--- config.mk ---
export PLATFORM = sky130hd
export DESIGN_NAME = audio_mixer
export DESIGN_NICKNAME = d
export VERILOG_FILES = /design/src/rtl/audio_mixer.sv
export SDC_FILE = /design/constraint.sdc
export NUM_CORES = 1
export LEC_CHECK = 0
export ABC_AREA = 1
export CAP_MARGIN = 20
export CELL_PAD_IN_SITES_DETAIL_PLACEMENT = 1
export CELL_PAD_IN_SITES_GLOBAL_PLACEMENT = 2
export CORE_MARGIN = 3
export CORE_UTILIZATION = 36
export DETAILED_ROUTE_END_ITERATION = 8
export PLACE_DENSITY_LB_ADDON = 0.1
export SYNTH_ARGS = -nofsm -noshare
export SYNTH_HDL_FRONTEND = slang
export SYNTH_SLANG_ARGS = --single-unit
--- constraint.sdc ---
create_clock -name sys_clk -period 3.85 [get_ports sys_clk]
set_input_delay 0.9625 -clock sys_clk [delete_from_list [all_inputs] [get_ports sys_clk]]
set_output_delay 0.9625 -clock sys_clk [all_outputs]
set_load 0.02 [all_outputs]
--- src/rtl/audio_mixer.sv ---
// Multi-channel oscillator mixer: per-channel saw/triangle/square generators,
// attenuated and panned into saturating stereo accumulators, one sample per tick.
module audio_mixer #(
    parameter int unsigned CHANNELS = 4,
    parameter int unsigned DATA_W   = 24,
    parameter int unsigned PHASE_W  = 24
) (
    input  logic                        sys_clk,
    input  logic                        reset,
    input  logic                        sample_tick,
    input  logic                        cfg_we,
    input  logic [$clog2(CHANNELS)-1:0] cfg_ch,
    input  logic [1:0]                  cfg_sel,
    input  logic [PHASE_W-1:0]          cfg_data,
    output logic [DATA_W-1:0]           out_left,
    output logic [DATA_W-1:0]           out_right,
    output logic                        out_valid,
    input  logic                        out_ready,
    output logic                        clip_l,
    output logic                        clip_r,
    output logic                        overrun
);

    localparam int unsigned CW = $clog2(CHANNELS);
    localparam int unsigned AW = DATA_W + CW + 1;

    // Half scale: the pattern 100..0 is -H as signed and H as unsigned.
    localparam logic [DATA_W-1:0] H_PAT   = {1'b1, {(DATA_W-1){1'b0}}};
    localparam logic [DATA_W-1:0] HM1_PAT = {1'b0, {(DATA_W-1){1'b1}}};
    localparam logic signed [AW-1:0] MAX_S = {{(AW-DATA_W+1){1'b0}}, {(DATA_W-1){1'b1}}};
    localparam logic signed [AW-1:0] MIN_S = {{(AW-DATA_W+1){1'b1}}, {(DATA_W-1){1'b0}}};

    typedef enum logic [1:0] {
        IDLE = 2'd0,
        MIX  = 2'd1,
        SAT  = 2'd2,
        OUT  = 2'd3
    } state_e;

    state_e state_q, state_d;
    logic [CW-1:0]        cnt_q, cnt_d;
    logic signed [AW-1:0] acc_l_q, acc_l_d;
    logic signed [AW-1:0] acc_r_q, acc_r_d;
    logic [DATA_W-1:0]    out_left_q, out_left_d;
    logic [DATA_W-1:0]    out_right_q, out_right_d;
    logic                 out_valid_q, out_valid_d;
    logic                 clip_l_q, clip_l_d;
    logic                 clip_r_q, clip_r_d;
    logic                 overrun_q, overrun_d;

    logic [PHASE_W-1:0] incr_q  [CHANNELS];
    logic [PHASE_W-1:0] incr_d  [CHANNELS];
    logic [1:0]         mode_q  [CHANNELS];
    logic [1:0]         mode_d  [CHANNELS];
    logic [3:0]         atten_q [CHANNELS];
    logic [3:0]         atten_d [CHANNELS];
    logic [1:0]         pan_q   [CHANNELS];
    logic [1:0]         pan_d   [CHANNELS];
    logic [PHASE_W-1:0] phase_q [CHANNELS];
    logic [PHASE_W-1:0] phase_d [CHANNELS];

    logic [DATA_W-1:0]        ch_p;
    logic [DATA_W-1:0]        ch_fold;
    logic [DATA_W-1:0]        ch_wave;
    logic signed [DATA_W-1:0] ch_shift;
    logic signed [AW-1:0]     ch_ext;

    assign out_left  = out_left_q;
    assign out_right = out_right_q;
    assign out_valid = out_valid_q;
    assign clip_l    = clip_l_q;
    assign clip_r    = clip_r_q;
    assign overrun   = overrun_q;

    // Waveform of the channel currently selected by the MIX counter.
    always_comb begin
        ch_p    = phase_q[cnt_q][PHASE_W-1 -: DATA_W];
        ch_fold = ch_p[DATA_W-1] ? ~ch_p : ch_p;
        ch_wave = '0;
        case (mode_q[cnt_q])
            2'd1:    ch_wave = ch_p - H_PAT;
            2'd2:    ch_wave = DATA_W'(ch_fold << 1) - H_PAT;
            2'd3:    ch_wave = ch_p[DATA_W-1] ? H_PAT : HM1_PAT;
            default: ch_wave = '0;
        endcase
        ch_shift = $signed(ch_wave) >>> atten_q[cnt_q];
        ch_ext   = {{(AW-DATA_W){ch_shift[DATA_W-1]}}, ch_shift};
    end

    // Sequencer, accumulation, saturation and configuration next-state.
    always_comb begin
        state_d     = state_q;
        cnt_d       = cnt_q;
        acc_l_d     = acc_l_q;
        acc_r_d     = acc_r_q;
        out_left_d  = out_left_q;
        out_right_d = out_right_q;
        out_valid_d = out_valid_q;
        clip_l_d    = clip_l_q;
        clip_r_d    = clip_r_q;
        overrun_d   = overrun_q;
        incr_d      = incr_q;
        mode_d      = mode_q;
        atten_d     = atten_q;
        pan_d       = pan_q;
        phase_d     = phase_q;

        case (state_q)
            IDLE: begin
                if (sample_tick) begin
                    state_d = MIX;
                    cnt_d   = '0;
                    acc_l_d = '0;
                    acc_r_d = '0;
                end
            end
            MIX: begin
                if (pan_q[cnt_q][0]) acc_l_d = acc_l_q + ch_ext;
                if (pan_q[cnt_q][1]) acc_r_d = acc_r_q + ch_ext;
                if (mode_q[cnt_q] != 2'd0) phase_d[cnt_q] = phase_q[cnt_q] + incr_q[cnt_q];
                if (cnt_q == CW'(CHANNELS - 1)) state_d = SAT;
                else                            cnt_d   = cnt_q + CW'(1);
            end
            SAT: begin
                if (acc_l_q > MAX_S) begin
                    out_left_d = HM1_PAT;
                    clip_l_d   = 1'b1;
                end else if (acc_l_q < MIN_S) begin
                    out_left_d = H_PAT;
                    clip_l_d   = 1'b1;
                end else begin
                    out_left_d = acc_l_q[DATA_W-1:0];
                    clip_l_d   = 1'b0;
                end
                if (acc_r_q > MAX_S) begin
                    out_right_d = HM1_PAT;
                    clip_r_d    = 1'b1;
                end else if (acc_r_q < MIN_S) begin
                    out_right_d = H_PAT;
                    clip_r_d    = 1'b1;
                end else begin
                    out_right_d = acc_r_q[DATA_W-1:0];
                    clip_r_d    = 1'b0;
                end
                out_valid_d = 1'b1;
                state_d     = OUT;
            end
            OUT: begin
                if (out_valid_q && out_ready) begin
                    out_valid_d = 1'b0;
                    state_d     = IDLE;
                end
            end
            default: state_d = IDLE;
        endcase

        // Ticks arriving while a sample is in flight are lost.
        if (sample_tick && (state_q != IDLE)) overrun_d = 1'b1;

        // Config write lands at the edge; a mode write restarts the phase.
        if (cfg_we && ({1'b0, cfg_ch} < (CW+1)'(CHANNELS))) begin
            case (cfg_sel)
                2'd0: incr_d[cfg_ch] = cfg_data;
                2'd1: begin
                    mode_d[cfg_ch]  = cfg_data[1:0];
                    phase_d[cfg_ch] = '0;
                end
                2'd2:    atten_d[cfg_ch] = cfg_data[3:0];
                default: pan_d[cfg_ch]   = cfg_data[1:0];
            endcase
        end
    end

    // State and datapath registers with asynchronous clear.
    always_ff @(posedge sys_clk or negedge reset) begin
        if (!reset) begin
            state_q     <= IDLE;
            cnt_q       <= '0;
            acc_l_q     <= '0;
            acc_r_q     <= '0;
            out_left_q  <= '0;
            out_right_q <= '0;
            out_valid_q <= 1'b0;
            clip_l_q    <= 1'b0;
            clip_r_q    <= 1'b0;
            overrun_q   <= 1'b0;
            for (int unsigned i = 0; i < CHANNELS; i++) begin
                incr_q[i]  <= '0;
                mode_q[i]  <= '0;
                atten_q[i] <= '0;
                pan_q[i]   <= 2'b11;
                phase_q[i] <= '0;
            end
        end else begin
            state_q     <= state_d;
            cnt_q       <= cnt_d;
            acc_l_q     <= acc_l_d;
            acc_r_q     <= acc_r_d;
            out_left_q  <= out_left_d;
            out_right_q <= out_right_d;
            out_valid_q <= out_valid_d;
            clip_l_q    <= clip_l_d;
            clip_r_q    <= clip_r_d;
            overrun_q   <= overrun_d;
            incr_q      <= incr_d;
            mode_q      <= mode_d;
            atten_q     <= atten_d;
            pan_q       <= pan_d;
            phase_q     <= phase_d;
        end
    end

endmodule

==> impl_metrics.py, run 1 <==
metrics = {
    "sta": {
        "max_slew.worst_pin.slew_ns": 0.952,
        "rsz0062_at_grt": "yes",
        "period_share_pct": 102,
        "fin_skew_ns": 0.0191,
        "slew_headroom_pct": 36.5,
        "fin_crit_ns": 3.94,
        "max_freq_mhz": 254,
        "finalHoldViolCount": 0,
        "finalMaxSlewViolations": 0,
        "setup-violations-final": 18,
        "hold_ws_ns": 0.269,
        "fin_ws_ns": -0.0887,
    },
    "final_layout": {
        "area_growth_pct": 43.6,
        "diodes": 0,
        "ff_latch_area_um2": 8370,
        "multi_input_area_um2": 14000,
        "fillers": 6918,
        "final_cell_area_um2": 30500,
        "fin_util_pct": 52.5,
        "drive_gt1_share_pct": 30.0,
        "nets": 3494,
    },
    "setup_path": {
        "rr_startpoint": "cnt_q[0]",
        "cp-startpoint": "cnt_q[0]",
        "critPathCaptureType": "flop",
        "cp.required_ns": 4.37,
        "worstSetupPathType": "reg -> reg",
        "crit_path_start_kind": "flop",
        "cp_max_fo": 6,
        "cp.arrival_ns": 4.45,
    },
    "route": {
        "drtPass1Iterations": 5,
        "avgRoutedWirePerCell_um": 22.0,
        "wirelength_um": 91800,
        "vias": 23100,
        "drt_first_iter_violations": 1319,
        "drc_errors": 0,
        "detail-route-antenna-nets": 0,
        "avgViaCountPerCell": 5.53,
    },
    "yosys": {
        "synth_area_leader_cell": "dfrtp_1",
        "avgSynthCellArea_um2": 7.19,
        "ys_top_cells_by_count": "nand2_1 (805), o21ai_0 (358), dfrtp_1 (326), nand3_1 (300), nor2_1 (248)",
        "synth_flop_cell": "dfrtp_1",
        "yosysMostFrequentCell": "nand2_1",
        "synth-seq-area-share_pct": 39.4,
        "synth_cell_types": 51,
        "yosys-top-cells-area": "dfrtp_1 (38%), nand2_1 (14%), o21ai_0 (8.4%), nand3_1 (7.1%), ha_1 (5.2%)",
        "synth_edf_count": 0,
        "synth_warnings": 0,
        "async_flop_share_pct": 100,
        "syn-num-nets": 3081,
        "yosys.area.top_type_share_pct": 38.4,
        "netlist_area_um2": 21200,
        "ys_ff_latch": 334,
        "syn-instance-count": 2956,
    },
    "outcome": {
        "violations": "negative setup slack",
        "status": "complete, but fails checks",
    },
    "global_routing": {
        "grt_overflow_total": 0,
        "grt_pass1_wl_um": 136000,
        "grt_pass1_vias": 23700,
        "gr-usage-all-layers_pct": 27.3,
        "antenna_found_initial": 0,
        "grt_max_degree": 93,
    },
    "place": {
        "hpwlAfterDp_um": 61800,
        "place_area_um2": 25000,
        "post-place-ws_ns": -0.552,
        "place_congestion": 0.934,
        "io_buffers": 84,
    },
    "clocking": {
        "postCtsHoldBufs": 0,
        "clock-sinks": 334,
        "cts_buffers": 43,
        "cts_root_buf": "clkbuf_16",
        "cts_tree": "done",
        "path_clk_slew_ns": 0.06,
        "htreeDepth": 2,
        "clk_latency_ns": 0.60,
        "clk_path_buf_depth": 3,
    },
    "job": {
        "drv_cap": 0,
    },
    "die": {
        "die-height_um": 249,
        "ios": 85,
        "dieWidth_um": 249,
        "core_area_um2": 58000,
        "rows": 88,
        "die_area_um2": 61900,
        "start_util_pct": 36.6,
    },
    "min_path": {
        "hold_class": "in -> async",
    },
}
per-layer routing:
metal	vias to the layer above	wire length, um	GRT usage [%]	part of all wire (%)
met3	187	3510	2.78	3.8
li1	10700	-	-	-
met5	-	0	0	0
met2	554	43600	44.9	48
met1	11600	42000	38.3	46
met4	0	2680	7.29	2.9
area by class of cell:
cell class / instances / area share [%]
multi-input cells: 2248 / 46.0
flip-flops and latches: 334 / 27.5
repair buffers: 508 / 15.7
repair inverters: 1 / 0.0287
well taps: 765 / 3.14
clock inverters: 16 / 0.562
clock buffers: 62 / 4.09
inverters: 233 / 3.00
worst max-delay path, stage by stage, from the launching register on:
cell      delay (ns)
dfrtp_4         0.53
clkinv_8        0.11
nand2_1         0.10
nand2_1         0.09
nand2_2         0.10
nand2_4         0.09
nor2_4          0.12
buf_12          0.14
buf_6           0.12
nand3_1         0.14
nand4_1         0.21
nand3_2         0.16
nand3_2         0.11
nand2_4         0.07
a21oi_4         0.23
buf_12          0.15
ha_4            0.21
a21oi_2         0.18
o21ai_1         0.14
a21oi_2         0.22
nand3_4         0.13
a21o_1          0.21
nand2_1         0.05
nand2_1         0.04
o21ai_1         0.15
per-stage QoR:
step,std cells,TNS [ns]
finish,4167,-0.638
global route,4167,-6.82
CTS,4096,-0.113
detailed placement,3991,-14.86
global placement,3991,-12.63
floorplan,2956,0
registers in the layout, summed over array words and instances, names as in the netlist, 2 cells and up:
register / cells
mode_q: 8
acc_r_q: 27
out_left: 24
incr_q: 96
atten_q: 16
acc_l_q: 27
state_q: 2
phase_q: 96
cnt_q: 2
out_right: 24
pan_q: 8
placed cells by master (no fill, tap or decap), types with 34 or more instances in the layout:
| master | Yosys | layout |
|---|---|---|
| nand2_2 | 6 | 113 |
| clkbuf_16 | 0 | 49 |
| o21ai_1 | 18 | 45 |
| dfrtp_1 | 326 | 324 |
| nand3_1 | 300 | 186 |
| o21ai_0 | 358 | 312 |
| ha_1 | 89 | 40 |
| nand2_1 | 805 | 665 |
| nand4_1 | 46 | 46 |
| a21oi_2 | 1 | 34 |
| inv_2 | 18 | 35 |
| buf_4 | 16 | 333 |
| clkdlybuf4s50_1 | 0 | 83 |
| buf_12 | 0 | 35 |
| nand3_2 | 5 | 91 |
| buf_6 | 13 | 43 |
| a21oi_1 | 170 | 118 |
| nor2_1 | 248 | 214 |
| ha_4 | 0 | 48 |
| inv_1 | 210 | 185 |
kinds of logic (layout without fill, tap and decap cells):
kind of cell,Yosys count,after routing,share of synthesized area [%]
compound gates,689,689,18.0
fa+ha+maj,92,92,5.53
xor+xnor,23,23,0.948
simple gates,1444,1444,28.4
flops,334,334,39.4
buf+inv,374,820,7.72
worst paths after layout:
path / endpoint / slack (ns) / cells after the start
min: phase_q[10] / 0.27 / 1
max reg2reg: acc_l_q[21] / -0.09 / 24
max in group asynchronous: incr_q[20] / 2.66 / 2
max: acc_l_q[21] / -0.09 / 24
min reg2reg: overrun / 0.46 / 1
min in group sys_clk: overrun / 0.46 / 1
timing repair:
action	in CTS	in global routing
gates resized for setup	228	500
setup endpoints to repair	64	88
pin swaps	57	195
cloned	3	8
setup buffers	24	65
Power of run 1 is not shown: default switching activity piles up to over one toggle a cycle in this logic, so the estimate is an artifact.
==> inputs of run 2 (changes only) <==
Settings changed: CORE_ASPECT_RATIO from default to 0.6, CORE_UTILIZATION 36 to 38, DONT_BUFFER_PORTS from default to 1, TNS_END_PERCENT from default to 100.
==> run 2 against run 1 <==
Compared with the run above:
- the flow still finishes with violations (negative setup slack)
- die area decreased by 5.0%
- hold slack got worse by 0.19 ns
- sequential share of layout area increased by 2.9 points
- non-clock buffer count decreased by 125
- flip-flop and latch count unchanged
- maximum frequency decreased by 1.0%
- cell area decreased by 9.6%
- global-route usage increased by 1.3 points
- utilization decreased by 2.2 points
- setup slack got worse by 0.040 ns
- count of clock-buffer cells in the layout decreased by 13
==> impl_metrics.py, run 2 (same netlist as run 1, synthesis figures left out) <==
metrics = {
    "outcome": {
        "status": "complete, but fails checks",
        "violations": "negative setup slack",
    },
    "min_path": {
        "hold_class": "in -> async",
    },
    "sta": {
        "fin_crit_ns": 3.98,
        "period_share_pct": 103,
        "fin_ws_ns": -0.129,
        "max_slew.worst_pin.slew_ns": 1.07,
        "setup-violations-final": 28,
        "fin_skew_ns": 0.0235,
        "finalHoldViolCount": 0,
        "slew_headroom_pct": 28.3,
        "max_freq_mhz": 251,
        "rsz0062_at_grt": "yes",
        "finalMaxSlewViolations": 0,
    },
    "global_routing": {
        "antenna_found_initial": 0,
        "gr-usage-all-layers_pct": 28.5,
        "grt_max_degree": 335,
        "grt_pass1_wl_um": 133000,
        "grt_overflow_total": 0,
        "grt_pass1_vias": 22900,
    },
    "route": {
        "drtPass1Iterations": 5,
        "detail-route-antenna-nets": 0,
        "wirelength_um": 86400,
        "vias": 22400,
        "avgViaCountPerCell": 5.57,
        "avgRoutedWirePerCell_um": 21.5,
        "drt_first_iter_violations": 1584,
        "drc_errors": 0,
    },
    "place": {
        "placedCellCount": 3904,
        "place_congestion": 0.938,
        "place_area_um2": 24200,
        "hpwlAfterDp_um": 63000,
        "io_buffers": 0,
    },
    "setup_path": {
        "cp-startpoint": "cnt_q[0]",
        "critPathTopFamily": "simple AND/OR/NAND/NOR gates",
        "worstSetupPathType": "reg -> reg",
        "ff2ff_setup_slack_ns": -0.13,
        "cp.arrival_ns": 4.44,
        "crit_path_start_kind": "flop",
        "slowest_delay_ns": 0.50,
        "cp.required_ns": 4.31,
        "rr_startpoint": "cnt_q[0]",
        "cp_max_fo": 8,
        "critPathMostFrequentCell": "buf_4",
        "cpMaxStageDelayCell": "dfrtp_4",
        "critPathCaptureType": "flop",
        "crit_buf_inv": 10,
    },
    "die": {
        "core_area_um2": 54800,
        "rows": 66,
        "ios": 85,
        "die_area_um2": 58900,
        "start_util_pct": 38.8,
        "die-height_um": 189,
        "dieWidth_um": 311,
    },
    "final_layout": {
        "diodes": 0,
        "final_cell_mix": "nand2_1 (742), buf_4 (343), dfrtp_1 (324)",
        "final_cells": 4012,
        "area_growth_pct": 29.8,
        "nets": 3361,
        "multi_input_area_um2": 12800,
        "top_regs": "incr_q (96), phase_q (96)",
        "fillers": 6747,
        "layout_commonest_cell": "nand2_1",
        "final_cell_area_um2": 27600,
        "drive_gt1_share_pct": 24.2,
        "ff_latch_area_um2": 8370,
    },
    "clocking": {
        "cts_root_buf": "clkbuf_16",
        "cts_tree": "done",
        "postCtsHoldBufs": 0,
        "htreeDepth": 2,
        "cts_buffers": 36,
        "clk_latency_ns": 0.58,
        "clk_path_buf_depth": 3,
        "path_clk_slew_ns": 0.06,
        "clock-sinks": 334,
    },
    "job": {
        "drv_cap": 0,
    },
}
==> run 2: metal layers <==
metal / vias up / track usage, % / share of wire [%]
li1: 10400 / - / -
met2: 557 / 39.9 / 40
met5: - / 0 / 0
met1: 11300 / 45.1 / 52
met3: 74 / 5.93 / 7.0
met4: 0 / 4.98 / 1.4
==> run 2: repair_timing <==
action / CTS / global route
hold endpoints to repair: 0 / 0
setup endpoints to repair: 42 / 94
pin swaps: 36 / 56
buffers inserted: 16 / 22
gates cloned: 2 / 3
gates resized for setup: 194 / 201
==> run 2: worst register-to-register path, delay by kind of cell, from the launching register on <==
kind	cells	cell delay [ns]
buf+inv	10	1.19
simple gates	14	1.18
xor+xnor	1	0.14
flops	1	0.50
compound gates	2	0.33
fa+ha+maj	2	0.55
==> run 2: layout make-up <==
cell class / instances / share of cell area (%)
clock buffer: 49 / 3.70
tap: 748 / 3.39
inverter: 233 / 3.25
multi-input combinational: 2248 / 46.5
sequential: 334 / 30.4
timing repair buffer: 383 / 11.8
clock inverter: 17 / 1.00
==> run 2: path summary, 6_finish.rpt <==
kind	depth (start not counted)	endpoint
setup / recovery	29	acc_r_q[6]
hold / removal	0	incr_q[58]
setup reg to reg	29	acc_r_q[6]
hold reg to reg	2	incr_q[42]
max in group asynchronous	0	acc_r_q[25]
min in group sys_clk	2	incr_q[42]
==> run 2: metrics by stage <==
step	TNS, ns	setup slack, ns	utilization [%]	hold slack [ns]
2_1_floorplan	0	0.294	-	0.448
3_5_place_dp	-13.86	-0.646	44.2	0.468
3_3_place_gp	-10.32	-0.590	44.2	0.461
5_1_grt	-9.50	-0.334	50.4	0.0602
4_1_cts	-0.850	-0.0879	48.5	0.0700
6_report	-1.35	-0.129	50.4	0.0819
Power of run 2 is left out for the same reason.
==> inputs of run 3 (changes only) <==
Settings changed: CTS_CLUSTER_SIZE from default to 28, SKIP_LAST_GASP from default to 1.
==> run 3 against run 2 <==
Compared with the run above:
- the run still ends with negative setup slack left
- cell area barely moved
- count of clock-buffer cells in the layout is the same
- maximum frequency fell by 2.3%
- die area did not move
- sequential share of layout area about the same
==> impl_metrics.py, run 3 (same netlist as run 1, synthesis figures left out) <==
metrics = {
    "outcome": {
        "status": "complete, but fails checks",
        "violations": "negative setup slack",
    },
    "die": {
        "rows": 66,
        "ios": 85,
        "die_area_um2": 58900,
        "dieWidth_um": 311,
        "die-height_um": 189,
        "core_area_um2": 54800,
        "start_util_pct": 38.8,
    },
    "sta": {
        "max_freq_mhz": 246,
        "fin_ws_ns": -0.222,
        "rsz0062_at_grt": "yes",
        "finalHoldViolCount": 0,
        "period_share_pct": 106,
        "setup-violations-final": 26,
        "slew_headroom_pct": 29.5,
        "fin_crit_ns": 4.07,
        "fin_skew_ns": 0.0229,
        "finalMaxSlewViolations": 0,
        "max_slew.worst_pin.slew_ns": 1.06,
    },
    "setup_path": {
        "cpMaxStageDelayCell": "dfrtp_4",
        "worstSetupPathType": "reg -> reg",
        "crit_buf_inv": 6,
        "critPathCaptureType": "flop",
        "ff2ff_setup_slack_ns": -0.22,
        "rr_startpoint": "cnt_q[0]",
        "crit_path_start_kind": "flop",
        "cp_max_fo": 7,
        "cp_cell_sequence": "inv_8 -> buf_6 -> nand2_2 -> nand3_2 -> nand2_4 -> nor2_4 -> buf_12 -> buf_4 -> nand3_2 -> nand3_2 -> nand3_1 -> nand3_1 -> nand2_1 -> buf_4 -> a21oi_4 -> ha_4 -> a21oi_1 -> o21ai_1 -> buf_4 -> a21oi_1 -> nand3_1 -> o21ai_0 -> nand2_1",
        "reg2reg_to": "acc_r_q[20]",
        "rr_worst_depth": 23,
        "slowest_delay_ns": 0.53,
        "cp.depth": 23,
        "cp.required_ns": 4.30,
        "cp.arrival_ns": 4.52,
        "critPathTopFamily": "simple AND/OR/NAND/NOR gates",
    },
    "clocking": {
        "cts_tree": "done",
        "postCtsHoldBufs": 0,
        "cts_root_buf": "clkbuf_16",
        "cts_buffers": 36,
        "clock-sinks": 334,
        "htreeDepth": 2,
        "clk_path_buf_depth": 3,
        "path_clk_slew_ns": 0.06,
        "clk_latency_ns": 0.58,
    },
    "place": {
        "placedCellCount": 3904,
        "place_congestion": 0.938,
        "io_buffers": 0,
        "hpwlAfterDp_um": 63000,
    },
    "global_routing": {
        "grt_pass1_wl_um": 133000,
        "antenna_found_initial": 0,
        "grt_overflow_total": 0,
        "gr-usage-all-layers_pct": 28.5,
        "grt_pass1_vias": 22800,
        "grt_max_degree": 335,
    },
    "final_layout": {
        "layout_commonest_cell": "nand2_1",
        "final_cell_mix": "nand2_1 (747), buf_4 (348), dfrtp_1 (324)",
        "top_regs": "incr_q (96), phase_q (96)",
        "area_growth_pct": 29.9,
        "diodes": 0,
        "final_cells": 4015,
        "drive_gt1_share_pct": 24.1,
        "nets": 3364,
    },
    "route": {
        "detail-route-antenna-nets": 0,
        "drt_first_iter_violations": 1686,
        "wirelength_um": 86800,
        "drtPass1Iterations": 7,
        "vias": 22300,
        "drc_errors": 0,
        "avgRoutedWirePerCell_um": 21.6,
        "avgViaCountPerCell": 5.55,
    },
    "min_path": {
        "hold_class": "in -> async",
    },
    "job": {
        "drv_cap": 0,
    },
}
run 3: worst register-to-register path: stages, from the launching register on:
cell     delay (ns)
dfrtp_4        0.53
inv_8          0.11
buf_6          0.11
nand2_2        0.05
nand3_2        0.08
nand2_4        0.10
nor2_4         0.21
buf_12         0.16
buf_4          0.13
nand3_2        0.09
nand3_2        0.10
nand3_1        0.10
nand3_1        0.10
nand2_1        0.09
buf_4          0.15
a21oi_4        0.31
ha_4           0.28
a21oi_1        0.25
o21ai_1        0.19
buf_4          0.18
a21oi_1        0.19
nand3_1        0.17
o21ai_0        0.18
nand2_1        0.08
run 3: layer usage:
layer	GRT usage (%)	wire length, um
met1	45.1	45000
met2	39.8	34700
met3	5.93	5860
met4	4.85	1250
met5	0	0
run 3: layout make-up:
cell class / count / area (um^2)
clock inverter: 17 / 277
fill: 6740 / 27200
inverter: 233 / 895
sequential: 334 / 8370
multi-input combinational: 2248 / 12800
clock buffer: 49 / 1020
tap: 748 / 936
timing repair buffer: 386 / 3260
run 3: worst max path at each step:
stage                         from     endpoint  slack [ns]
final                     cnt_q[0]  acc_r_q[20]       -0.22
after global routing      cnt_q[0]  acc_r_q[24]       -0.39
after CTS                 cnt_q[0]  acc_r_q[14]       -0.09
after detailed placement  cnt_q[0]  acc_l_q[24]       -0.65
after global placement    cnt_q[0]  acc_l_q[24]       -0.59
after floorplan           cnt_q[0]  acc_l_q[24]        0.29
run 3: stage by stage:
step	instance area (um^2)	utilization, %	setup TNS, ns	hold WS (ns)	setup WS (ns)
after floorplan	21200	-	0	0.448	0.294
after global placement	24200	44.2	-10.32	0.461	-0.590
after detailed placement	24200	44.2	-13.86	0.468	-0.646
after CTS	26500	48.4	-1.15	0.0700	-0.0879
after global routing	27600	50.4	-13.30	0.0602	-0.393
final	27600	50.4	-1.67	0.0903	-0.222
run 3: timing repair:
item                                    CTS  global route
gates cloned                              2             4
pin swaps                                36            79
endpoints found under the hold margin     0             0
endpoints found under the setup margin   42            95
setup buffers                            16            25
gates resized for setup                 181           210
Power of run 3 is left out for the same reason.
